$ cat src/rtl/display_capture.sv
// Receive side of the multiplexed two-digit display bus: reassembles hi/lo digit
// pairs into an 8-bit value, filters it for stability and reports updates/errors.
module display_capture #(
  parameter int BASE   = 16,
  parameter int STABLE = 2
) (
  input  logic       clk,
  input  logic       rst,
  input  logic [3:0] bcd,
  input  logic       cat,
  output logic [7:0] num,
  output logic       valid,
  output logic       upd,
  output logic       err
);

  typedef enum logic {EMPTY = 1'b0, HELD = 1'b1} state_t;

  localparam logic [4:0] BASE_W5  = 5'(BASE);
  localparam logic [7:0] BASE_W8  = 8'(BASE);
  localparam logic [3:0] STABLE_W = 4'(STABLE);

  state_t     state_r, state_s;
  logic [3:0] held_digit_r, held_digit_s;
  logic       held_cat_r, held_cat_s;
  logic [3:0] cnt_r, cnt_s;
  logic [7:0] cand_r, cand_s;
  logic [7:0] num_s;
  logic       valid_s, upd_s, err_s;

  logic       range_err_s;
  logic       pair_s;
  logic [3:0] hi_s, lo_s;
  logic [7:0] pair_val_s;

  assign range_err_s = ({1'b0, bcd} >= BASE_W5);
  assign pair_s      = (state_r == HELD) && (cat != held_cat_r);
  // The digit with cat=1 is always the high digit, whichever arrived first.
  assign hi_s        = cat ? bcd : held_digit_r;
  assign lo_s        = cat ? held_digit_r : bcd;
  assign pair_val_s  = ({4'h0, hi_s} * BASE_W8) + {4'h0, lo_s};

  // Hold FSM state register
  always_ff @(posedge clk) begin
    if (rst) begin
      state_r <= EMPTY;
    end else begin
      state_r <= state_s;
    end
  end

  // Hold FSM next-state logic: an illegal digit always drops back to EMPTY
  always_comb begin
    state_s = state_r;
    if (range_err_s) begin
      state_s = EMPTY;
    end else begin
      case (state_r)
        EMPTY:   state_s = HELD;
        HELD:    state_s = HELD;
        default: state_s = EMPTY;
      endcase
    end
  end

  // Datapath next values: digit hold, stability filter and strobes
  always_comb begin
    held_digit_s = held_digit_r;
    held_cat_s   = held_cat_r;
    cnt_s        = cnt_r;
    cand_s       = cand_r;
    num_s        = num;
    valid_s      = valid;
    upd_s        = 1'b0;
    err_s        = 1'b0;
    if (range_err_s) begin
      err_s = 1'b1;
      cnt_s = 4'd0;
    end else begin
      case (state_r)
        EMPTY: begin
          held_digit_s = bcd;
          held_cat_s   = cat;
        end
        HELD: begin
          held_digit_s = bcd;
          held_cat_s   = cat;
          if (pair_s) begin
            if (pair_val_s == cand_r) begin
              cnt_s = (cnt_r == STABLE_W) ? cnt_r : cnt_r + 4'd1;
            end else begin
              cand_s = pair_val_s;
              cnt_s  = 4'd1;
            end
            if ((cnt_s == STABLE_W) && ((cand_s != num) || !valid)) begin
              num_s   = cand_s;
              valid_s = 1'b1;
              upd_s   = 1'b1;
            end else begin
              upd_s   = 1'b0;
            end
          end else begin
            // Same digit repeated: the run of matching pairs is broken.
            cnt_s = 4'd0;
          end
        end
        default: begin
          cnt_s = 4'd0;
        end
      endcase
    end
  end

  // Datapath and output registers
  always_ff @(posedge clk) begin
    if (rst) begin
      held_digit_r <= 4'd0;
      held_cat_r   <= 1'b0;
      cnt_r        <= 4'd0;
      cand_r       <= 8'd0;
      num          <= 8'd0;
      valid        <= 1'b0;
      upd          <= 1'b0;
      err          <= 1'b0;
    end else begin
      held_digit_r <= held_digit_s;
      held_cat_r   <= held_cat_s;
      cnt_r        <= cnt_s;
      cand_r       <= cand_s;
      num          <= num_s;
      valid        <= valid_s;
      upd          <= upd_s;
      err          <= err_s;
    end
  end

endmodule

$ cat config.mk
export PLATFORM = sky130hd
export DESIGN_NAME = display_capture
export DESIGN_NICKNAME = d
export VERILOG_FILES = /design/src/rtl/display_capture.sv
export SDC_FILE = /design/constraint.sdc
export NUM_CORES = 1
export LEC_CHECK = 0
export CAP_MARGIN = 5
export CORE_MARGIN = 2
export CORE_UTILIZATION = 35
export DETAILED_ROUTE_END_ITERATION = 7
export DONT_BUFFER_PORTS = 1
export PLACE_DENSITY = 0.6
export SYNTH_ARGS = -nofsm -noshare
export SYNTH_HDL_FRONTEND = slang
export SYNTH_SLANG_ARGS = --single-unit
$ cat constraint.sdc
create_clock -name clk -period 3.1 [get_ports clk]
set_input_delay 0.465 -clock clk [delete_from_list [all_inputs] [get_ports clk]]
set_output_delay 0.465 -clock clk [all_outputs]
set_load 0.1 [all_outputs]
==> results.cfg, run 1 <==
[routing]
drtPass1Iterations = 4
viasPerCell = 5.291
ant_nets = 0
drc_errors = 0
drtIter0Drc = 70
avgRoutedWirePerCell_microns = 12.91
num_vias = 1492
routed_wl_microns = 3641

[setup_path]
rrSetupSlack_ns = 0.60
arrival_ns = 2.72
cp_slowest_stage_delay_ns = 0.65
cp-start-kind = flip-flop
endpoint_kind = flip-flop
cpMostUsedCell = a21oi_1
path_cells = nor2b_1 > a21oi_1 > o311ai_0 > and4_1 > nand3_4 > a21oi_1
critPathKind = reg2reg
reg2regPathDepth = 6
required_ns = 3.31
cp_max_fo = 11
crit_slowest_cell = o311ai_0

[power_and_ir_drop]
p_per_area_nw_per_um2 = 374.2
vdd_ir_drop_max_mv = 0.2105
p_leak_nw = 0.6887
p_total_w = 0.0006947

[finish]
fin_nets = 225
layout_common_cells = 33 x nor2_1, 28 x a21oi_1, 28 x dfxtp_1, 12 x inv_1, 12 x nor4bb_1
syn2layout_area_growth_pct = 7.770
antennaDiodeCount = 0
drive_gt1_share_pct = 9.302
final_common_cell = nor2_1

[global_route]
grt_pass1_vias = 1329
grt_max_degree = 29
grt_usage_pct = 14.41
grt_pass1_wl_microns = 6182
grt_remaining_overflow = 0
antenna_found_initial = 0

[sta]
rsz0062_at_grt = false
skew_ns = 0.006092
fin_crit_ns = 2.504
min_period_over_period_pct = 80.76
fmax_ghz = 0.3994
hold_violations = 0
finalSetupViolations = 0
setup_tns_ns = 0
final-max-slew-violation-count = 0
relSlewSlack_pct = 37.19
tightest_slew_ns = 0.9409

[die]
fp.dieH_microns = 74.16
pin_count = 18
die_w_microns = 74.16
row_count = 25
die-area_sq_um = 5500
core_area_sq_um = 4723
start_util_pct = 36.48

[clock_network]
cts_root_buf = clkbuf_8
cts_buffers = 3
post_cts_buffers = 0
htreeDepth = 1
hold_buffers = 0
path_clk_slew_ns = 0.10
cts_tree = done
clk_latency_ns = 0.28
cts-resized-gates = 0
clock_sinks = 28
cts_buffer_depth = 2

[synthesis]
ys_seq_elements = 28
ys_seq_area_share_pct = 32.53
synthesis.area_sq_um = 1723
synth_cell_type_count = 37
syn_area_per_cell_sq_um = 8.013
synth_nets = 224
synthCells = 215
ys_warn_count = 0

[job]
max_cap_violations = 0

[status]
status = complete, no violations

[worst_hold_path]
hold_class = in2reg
holdPathStages = 1

[placed_design]
hpwl_microns = 2451
gp_congestion = 0.7656
place.port_buffers = 0
==> critical path, delay by kind of cell, from the launching register on <==
kind               cells  cell delay [ns]
and+or+nand+nor        3             1.00
AOI/OAI and AO/OA      3             0.92
DFF                    1             0.51
==> state kept, by name, indices dropped and copies added (netlist names) <==
| signal | cells |
|---|---|
| cand_r | 8 |
| num | 8 |
| cnt_r | 4 |
| held_digit_r | 4 |
| held_cat_r | 1 |
| state_r | 1 |
| upd | 1 |
| valid | 1 |
==> cell usage after synthesis (all sizes together) <==
| master | instances | area, sq um |
|---|---|---|
| nor4 | 1 | 21.27 |
| clkbuf | 4 | 15.01 |
| and3b | 2 | 17.52 |
| ha | 2 | 25.02 |
| xnor2 | 4 | 35.03 |
| nand3b | 2 | 15.01 |
| and4 | 2 | 17.52 |
| o21ai | 10 | 50.05 |
| o211ai | 6 | 45.04 |
| nor2b | 7 | 43.79 |
| nand3 | 4 | 32.53 |
| nor2 | 33 | 123.9 |
| nor4bb | 12 | 120.1 |
| nand2 | 6 | 22.52 |
| nand2b | 2 | 12.51 |
| a21oi | 28 | 140.1 |
| a31oi | 4 | 25.02 |
| buf | 10 | 65.06 |
| inv | 12 | 45.04 |
| mux2i | 4 | 47.55 |
| nand4 | 3 | 25.02 |
| o311ai | 4 | 35.04 |
| and2b | 2 | 15.01 |
| a41o | 8 | 81.33 |
| dfxtp | 28 | 560.5 |
| and2 | 5 | 31.28 |
| a21o | 1 | 7.510 |
| conb | 1 | 3.750 |
| xor2 | 1 | 8.760 |
| nor3 | 7 | 35.03 |
==> cells by family (layout without fill, tap and decap cells) <==
logic type	count (synthesis)	in the layout	share of synthesized area, %
adders and majority gates	2	2	1.452
xor gates and xnor gates	5	5	2.542
AOI/OAI and AO/OA	61	61	22.29
buffers and inverters	26	26	7.262
muxes	4	4	2.760
and+or+nand+nor	88	88	30.94
other	1	1	0.2177
DFF	28	28	32.53
==> routing by layer <==
layer / up-vias / global-route usage (%) / share of wire [%]
met4: 0 / 4.242 / 1.2
li1: 774 / - / -
met2: 20 / 22.02 / 44
met3: 5 / 3.930 / 3.8
met1: 693 / 19.92 / 51
met5: - / 0 / 0
==> report_power, final <==
part	internal [W]	switching, W
Sequential	0.000370	0.0000141
Combinational	0.0000379	0.0000458
Clock	0.000114	0.000113
Total	0.000522	0.000173
==> path summary, 6_finish.rpt <==
kind / startpoint / end
worst max-delay path: held_digit_r[1] / num[4]
worst min-delay path: rst / state_r
worst max register to register: held_digit_r[1] / num[4]
worst min register to register: num[2] / num[2]
==> area by class of cell <==
| cell class | count | area, sq um |
|---|---|---|
| well taps | 67 | 83.83 |
| clock buffers | 4 | 55.05 |
| inverters | 12 | 45.04 |
| repair buffers | 10 | 75.07 |
| multi-input cells | 161 | 1037 |
| fillers | 504 | 2867 |
| flip-flops and latches | 28 | 560.5 |
==> through the flow <==
step / utilization, % / worst slack [ns] / hold slack (ns) / area, sq um / instances
floorplan: - / 0.8242 / 0.4756 / 1723 / 215
global placement: 38.15 / 0.6657 / 0.4631 / 1802 / 278
detailed placement: 38.15 / 0.5823 / 0.4672 / 1802 / 278
CTS: 39.31 / 0.5582 / 0.2345 / 1857 / 282
global route: 39.31 / 0.2844 / 0.2269 / 1857 / 282
finish: 39.31 / 0.5964 / 0.2479 / 1857 / 282
Note: power is estimated with default switching activity, not from simulation.
==> run 2, diff against run 1 <==
--- a/config.mk
+++ b/config.mk
@@ -10,7 +10,7 @@
 export CORE_UTILIZATION = 35
 export DETAILED_ROUTE_END_ITERATION = 7
 export DONT_BUFFER_PORTS = 1
-export PLACE_DENSITY = 0.6
+export PLACE_DENSITY = 0.62
 export SYNTH_ARGS = -nofsm -noshare
 export SYNTH_HDL_FRONTEND = slang
 export SYNTH_SLANG_ARGS = --single-unit
==> constraint.sdc (replaced) <==
create_clock -name clk -period 2.3 [get_ports clk]
set_input_delay 0.345 -clock clk [delete_from_list [all_inputs] [get_ports clk]]
set_output_delay 0.345 -clock clk [all_outputs]
set_load 0.1 [all_outputs]
==> run 2 against run 1 <==
Net effect:
- via count decreased by 0.94%
- clock skew decreased by 0.0021 ns
- critical path depth unchanged
- wire length decreased by 1.1%
- largest power group unchanged
- highest routed layer unchanged
- power increased by 49%
- sequential share of layout area decreased by 0.64 points
- register-to-register slack got worse by 0.38 ns
- non-clock buffer count increased by 3
- setup slack got worse by 0.38 ns
- combinational power increased by 39%
- global-route usage decreased by 0.16 points
- hold slack got worse by 0.13 ns
==> results.cfg, run 2 (synthesis results as in run 1) <==
[finish]
fin_cells = 285
multi_input_area_sq_um = 1039
n_fill_cell = 496
regArea_sq_um = 560.5
fin_nets = 228
biggestRegsByFlops = cand_r: 8 flops, num: 8 flops
layout_common_cells = 33 x nor2_1, 28 x a21oi_1, 28 x dfxtp_1, 13 x buf_4
drive_gt1_share_pct = 11.01
antennaDiodeCount = 0
syn2layout_area_growth_pct = 10.09
final_common_cell = nor2_1

[global_route]
grt_pass1_vias = 1331
antenna_found_initial = 0
grt_pass1_wl_microns = 6147
grt_max_degree = 29
grt_usage_pct = 14.25
grt_remaining_overflow = 0

[sta]
fmax_ghz = 0.4793
finalSetupViolations = 0
hold-worst-slack_ns = 0.1156
tightest_slew_ns = 0.5130
skew_ns = 0.003999
min_period_over_period_pct = 90.71
layout_setup_ws_ns = 0.2136
final-max-slew-violation-count = 0
rsz0062_at_grt = false
relSlewSlack_pct = 65.36
hold_violations = 0
fin_crit_ns = 2.086
setup_tns_ns = 0

[die]
pin_count = 18
die_w_microns = 74.16
row_count = 25
start_util_pct = 36.48
die-area_sq_um = 5500
core_area_sq_um = 4723
fp.dieH_microns = 74.16

[job]
max_cap_violations = 0

[setup_path]
critPathBufInv = 0
crit_slowest_cell = dfxtp_1
cpMostUsedCell = a21oi_1
critPathKind = reg2reg
arrival_ns = 2.31
path_cells = and2b_1 > a21oi_1 > o311ai_0 > and4_2 > nand3_4 > a21oi_1
cp_slowest_stage_delay_ns = 0.50
endpoint_kind = flip-flop
required_ns = 2.52
path_delay_family = simple AND/OR/NAND/NOR gates
cp_max_fo = 11
cp-start-kind = flip-flop

[power_and_ir_drop]
p_sw_w = 0.0002470
pwr-share-seq_pct = 50.0
comb_power_share_pct = 11.2
p_per_area_nw_per_um2 = 545.1
swShare_pct = 23.89
power_frac_clock_pct = 38.8
p_leak_nw = 0.7108
internal-power_w = 0.0007868
vdd_ir_drop_max_mv = 0.3256

[routing]
drc_errors = 0
ant_nets = 0
num_vias = 1478
viasPerCell = 5.186
routed_wl_microns = 3602
drtIter0Drc = 70
drtPass1Iterations = 4
avgRoutedWirePerCell_microns = 12.64

[clock_network]
clk_latency_ns = 0.28
cts_root_buf = clkbuf_8
htreeDepth = 1
cts_buffers = 3
path_clk_slew_ns = 0.10
clock_sinks = 28
cts_tree = done
cts_buffer_depth = 2

[placed_design]
dpl_worst_slack_ns = 0.1139
place.port_buffers = 0
gp_congestion = 0.7916
place_inst = 281
hpwl_microns = 2449

[status]
status = complete, no violations

[worst_hold_path]
hold_class = in2reg
run 2: cell count changes in the layout (fill, tap and decap cells not counted):
| cell | delta |
|---|---|
| and4_1 | -1 |
| bufinv_16 | +1 |
| buf_4 | +3 |
| and4_2 | +1 |
| clkbuf_8 | -1 |
run 2: path summary, 6_finish.rpt:
| check | start | to | slack [ns] | cells past startpoint |
|---|---|---|---|---|
| setup reg to reg | held_digit_r[2] | num[2] | 0.21 | 6 |
| hold reg to reg | num[3] | num[3] | 0.52 | 2 |
| setup / recovery | held_digit_r[2] | num[2] | 0.21 | 6 |
| hold / removal | rst | held_digit_r[1] | 0.12 | 1 |
run 2: per-stage QoR:
stage               total power, W  instance area, sq um  utilization, %
floorplan                0.0006415                  1723               -
global placement         0.0006429                  1824           38.62
detailed placement       0.0006446                  1824           38.62
CTS                       0.001041                  1896           40.13
global route              0.001075                  1897           40.16
finish                    0.001034                  1897           40.16
run 2: repair_timing:
action,4_1_cts,5_1_grt
hold buffers,0,0
endpoints found under the setup margin,0,9
resized for setup,0,1
buffers inserted,0,0
run 2: cell type report:
class / instances / area share [%]
Multi-Input combinational cell: 161 / 54.75
Clock inverter: 1 / 1.583
Timing Repair Buffer: 13 / 5.145
Inverter: 12 / 2.375
Sequential cell: 28 / 29.55
Clock buffer: 3 / 2.177
Tap cell: 67 / 4.420
run 2: per-layer routing:
metal | wire length, microns | share of wire [%] | global-route usage (%) | vias to the layer above
met2 | 1610 | 45 | 22.62 | 19
met5 | 0 | 0 | 0 | -
li1 | - | - | - | 782
met3 | 133 | 3.7 | 4.065 | 2
met1 | 1825 | 51 | 19.40 | 675
met4 | 33 | 0.92 | 3.030 | 0
run 2: power by group through the flow:
stage / clock network (W) / registers, W / logic, W
finish: 0.000401 / 0.000517 / 0.000116
global route: 0.000426 / 0.000521 / 0.000128
CTS: 0.000407 / 0.000517 / 0.000117
detailed placement: 0 / 0.000529 / 0.000116
global placement: 0 / 0.000528 / 0.000115
floorplan: 0 / 0.000521 / 0.000120
==> run 3, diff against run 2 <==
--- a/config.mk
+++ b/config.mk
@@ -6,7 +6,6 @@
 export NUM_CORES = 1
 export LEC_CHECK = 0
 export CAP_MARGIN = 5
-export CORE_MARGIN = 2
 export CORE_UTILIZATION = 35
 export DETAILED_ROUTE_END_ITERATION = 7
 export DONT_BUFFER_PORTS = 1
==> run 3 against run 2 <==
Net effect:
- utilization up 0.19 points
- power down 0.18%
- hold slack better by 0.0068 ns
- via count is 2.6% higher
- clock-buffer cell count stayed put
- wire length rose by 0.50%
- setup slack improved by 0.050 ns
- register-to-register slack better by 0.05 ns
- sequential share of layout area shrank 0.14 points
- largest cell class unchanged
- largest power group unchanged
==> results.cfg, run 3 (synthesis results as in run 1) <==
[clock_network]
htreeDepth = 1
cts_root_buf = clkbuf_8
cts_buffers = 3
post_cts_buffers = 0
clk_latency_ns = 0.28
cts_buffer_depth = 2
path_clk_slew_ns = 0.10
clock_sinks = 28
cts_tree = done

[sta]
min_period_over_period_pct = 88.54
layout_setup_ws_ns = 0.2636
rsz0062_at_grt = false
hold_violations = 0
finalSetupViolations = 0
tightest_slew_ns = 0.5539
setup_tns_ns = 0
relSlewSlack_pct = 62.61
fin_crit_ns = 2.036
final-max-slew-violation-count = 0
skew_ns = 0.003051
fmax_ghz = 0.4911

[setup_path]
critPathKind = reg2reg
endpoint_kind = flip-flop
r2r-start = held_digit_r[2]
required_ns = 2.52
r2r-end = num[0]
crit_slowest_cell = dfxtp_1
cp_slowest_stage_delay_ns = 0.51
reg2regPathDepth = 6
cp-start-kind = flip-flop
rrSetupSlack_ns = 0.26
arrival_ns = 2.25
cp_max_fo = 11
path_cells = and2b_1 > a21oi_1 > o311ai_0 > and4_4 > nand3_4 > a21oi_1
cpMostUsedCell = a21oi_1

[placed_design]
gp_congestion = 0.7993
place.port_buffers = 0
hpwl_microns = 2432
place_inst = 282
dpl_worst_slack_ns = 0.1307

[routing]
avgRoutedWirePerCell_microns = 12.66
drtIter0Drc = 124
ant_nets = 0
routed_wl_microns = 3620
num_vias = 1517
drtPass1Iterations = 4
drc_errors = 0
viasPerCell = 5.304

[power_and_ir_drop]
p_per_area_nw_per_um2 = 541.6
vdd_ir_drop_max_mv = 0.3311
power_frac_clock_pct = 38.4
internal-power_w = 0.0007877
comb_power_share_pct = 11.6
swShare_pct = 23.68
p_total_w = 0.001032
p_sw_w = 0.0002444
pwr-share-seq_pct = 50.0
p_leak_nw = 0.7166

[worst_hold_path]
hold_class = in2reg
holdPathEnd = held_digit_r[1]
hold_start = rst
holdPathStages = 1

[die]
die-area_sq_um = 5207
core_area_sq_um = 4723
start_util_pct = 36.48
fp.dieH_microns = 72.16
die_w_microns = 72.16
row_count = 25
pin_count = 18

[job]
max_cap_violations = 0

[finish]
layout_common_cells = 33 x nor2_1, 28 x a21oi_1, 28 x dfxtp_1, 14 x buf_4
antennaDiodeCount = 0
syn2layout_area_growth_pct = 10.60
drive_gt1_share_pct = 11.42
biggestRegsByFlops = cand_r: 8 flops, num: 8 flops
fin_cells = 286
fin_nets = 229
final_common_cell = nor2_1

[global_route]
grt_usage_pct = 15.30
grt_pass1_vias = 1350
grt_max_degree = 29
grt_pass1_wl_microns = 6320
antenna_found_initial = 0
grt_remaining_overflow = 0

[status]
status = complete, no violations
-- run 3: cell types whose count changed in the layout (fill, tap and decap cells not counted) --
cell / change
buf_4: +1
and4_4: +1
and4_2: -1
-- run 3: power by group through the flow --
stage	logic [W]	registers [W]	clock network [W]
2_1_floorplan	0.000120	0.000521	0
3_3_place_gp	0.000118	0.000527	0
3_5_place_dp	0.000118	0.000527	0
4_1_cts	0.000119	0.000516	0.000402
5_1_grt	0.000133	0.000519	0.000420
6_report	0.000119	0.000516	0.000396
-- run 3: through the flow --
stage,cell area (sq um),util [%],hold slack (ns)
final,1906,40.34,0.1225
after floorplan,1723,-,0.4732
after CTS,1903,40.29,0.1130
after global placement,1832,38.78,0.4061
after global routing,1906,40.34,0.1102
after detailed placement,1832,38.78,0.4093
-- run 3: critical path: cells and delay by family (launching register included) --
kind / cells / cell delay [ns]
AOI/OAI and AO/OA: 3 / 0.71
DFF: 1 / 0.51
and+or+nand+nor: 3 / 0.75
-- run 3: worst max path at each step --
stage,startpoint,endpoint,slack (ns),cells after the start
after floorplan,num[4],num[0],0.02,6
after global placement,held_digit_r[1],num[4],0.18,7
after detailed placement,held_digit_r[2],num[0],0.13,6
after CTS,held_digit_r[2],num[5],0.12,6
after global routing,held_digit_r[2],num[6],0.05,6
final,held_digit_r[2],num[0],0.26,6
-- run 3: routing by layer --
layer / vias up / global-route usage [%] / wire length [microns]
li1: 781 / - / -
met4: 0 / 3.922 / 36
met5: - / 0 / 0
met1: 709 / 20.47 / 1821
met3: 2 / 3.611 / 114
met2: 25 / 24.82 / 1647
-- run 3: repair_timing --
item	CTS	global route
hold buffers	0	0
endpoints found under the setup margin	0	10
resized for setup	0	2
-- run 3: layout make-up --
class / instances / area, sq um
tap: 67 / 83.83
fill: 487 / 2818
timing repair buffer: 14 / 105.1
sequential: 28 / 560.5
multi-input combinational: 161 / 1040
clock inverter: 1 / 30.03
inverter: 12 / 45.04
clock buffer: 3 / 41.29
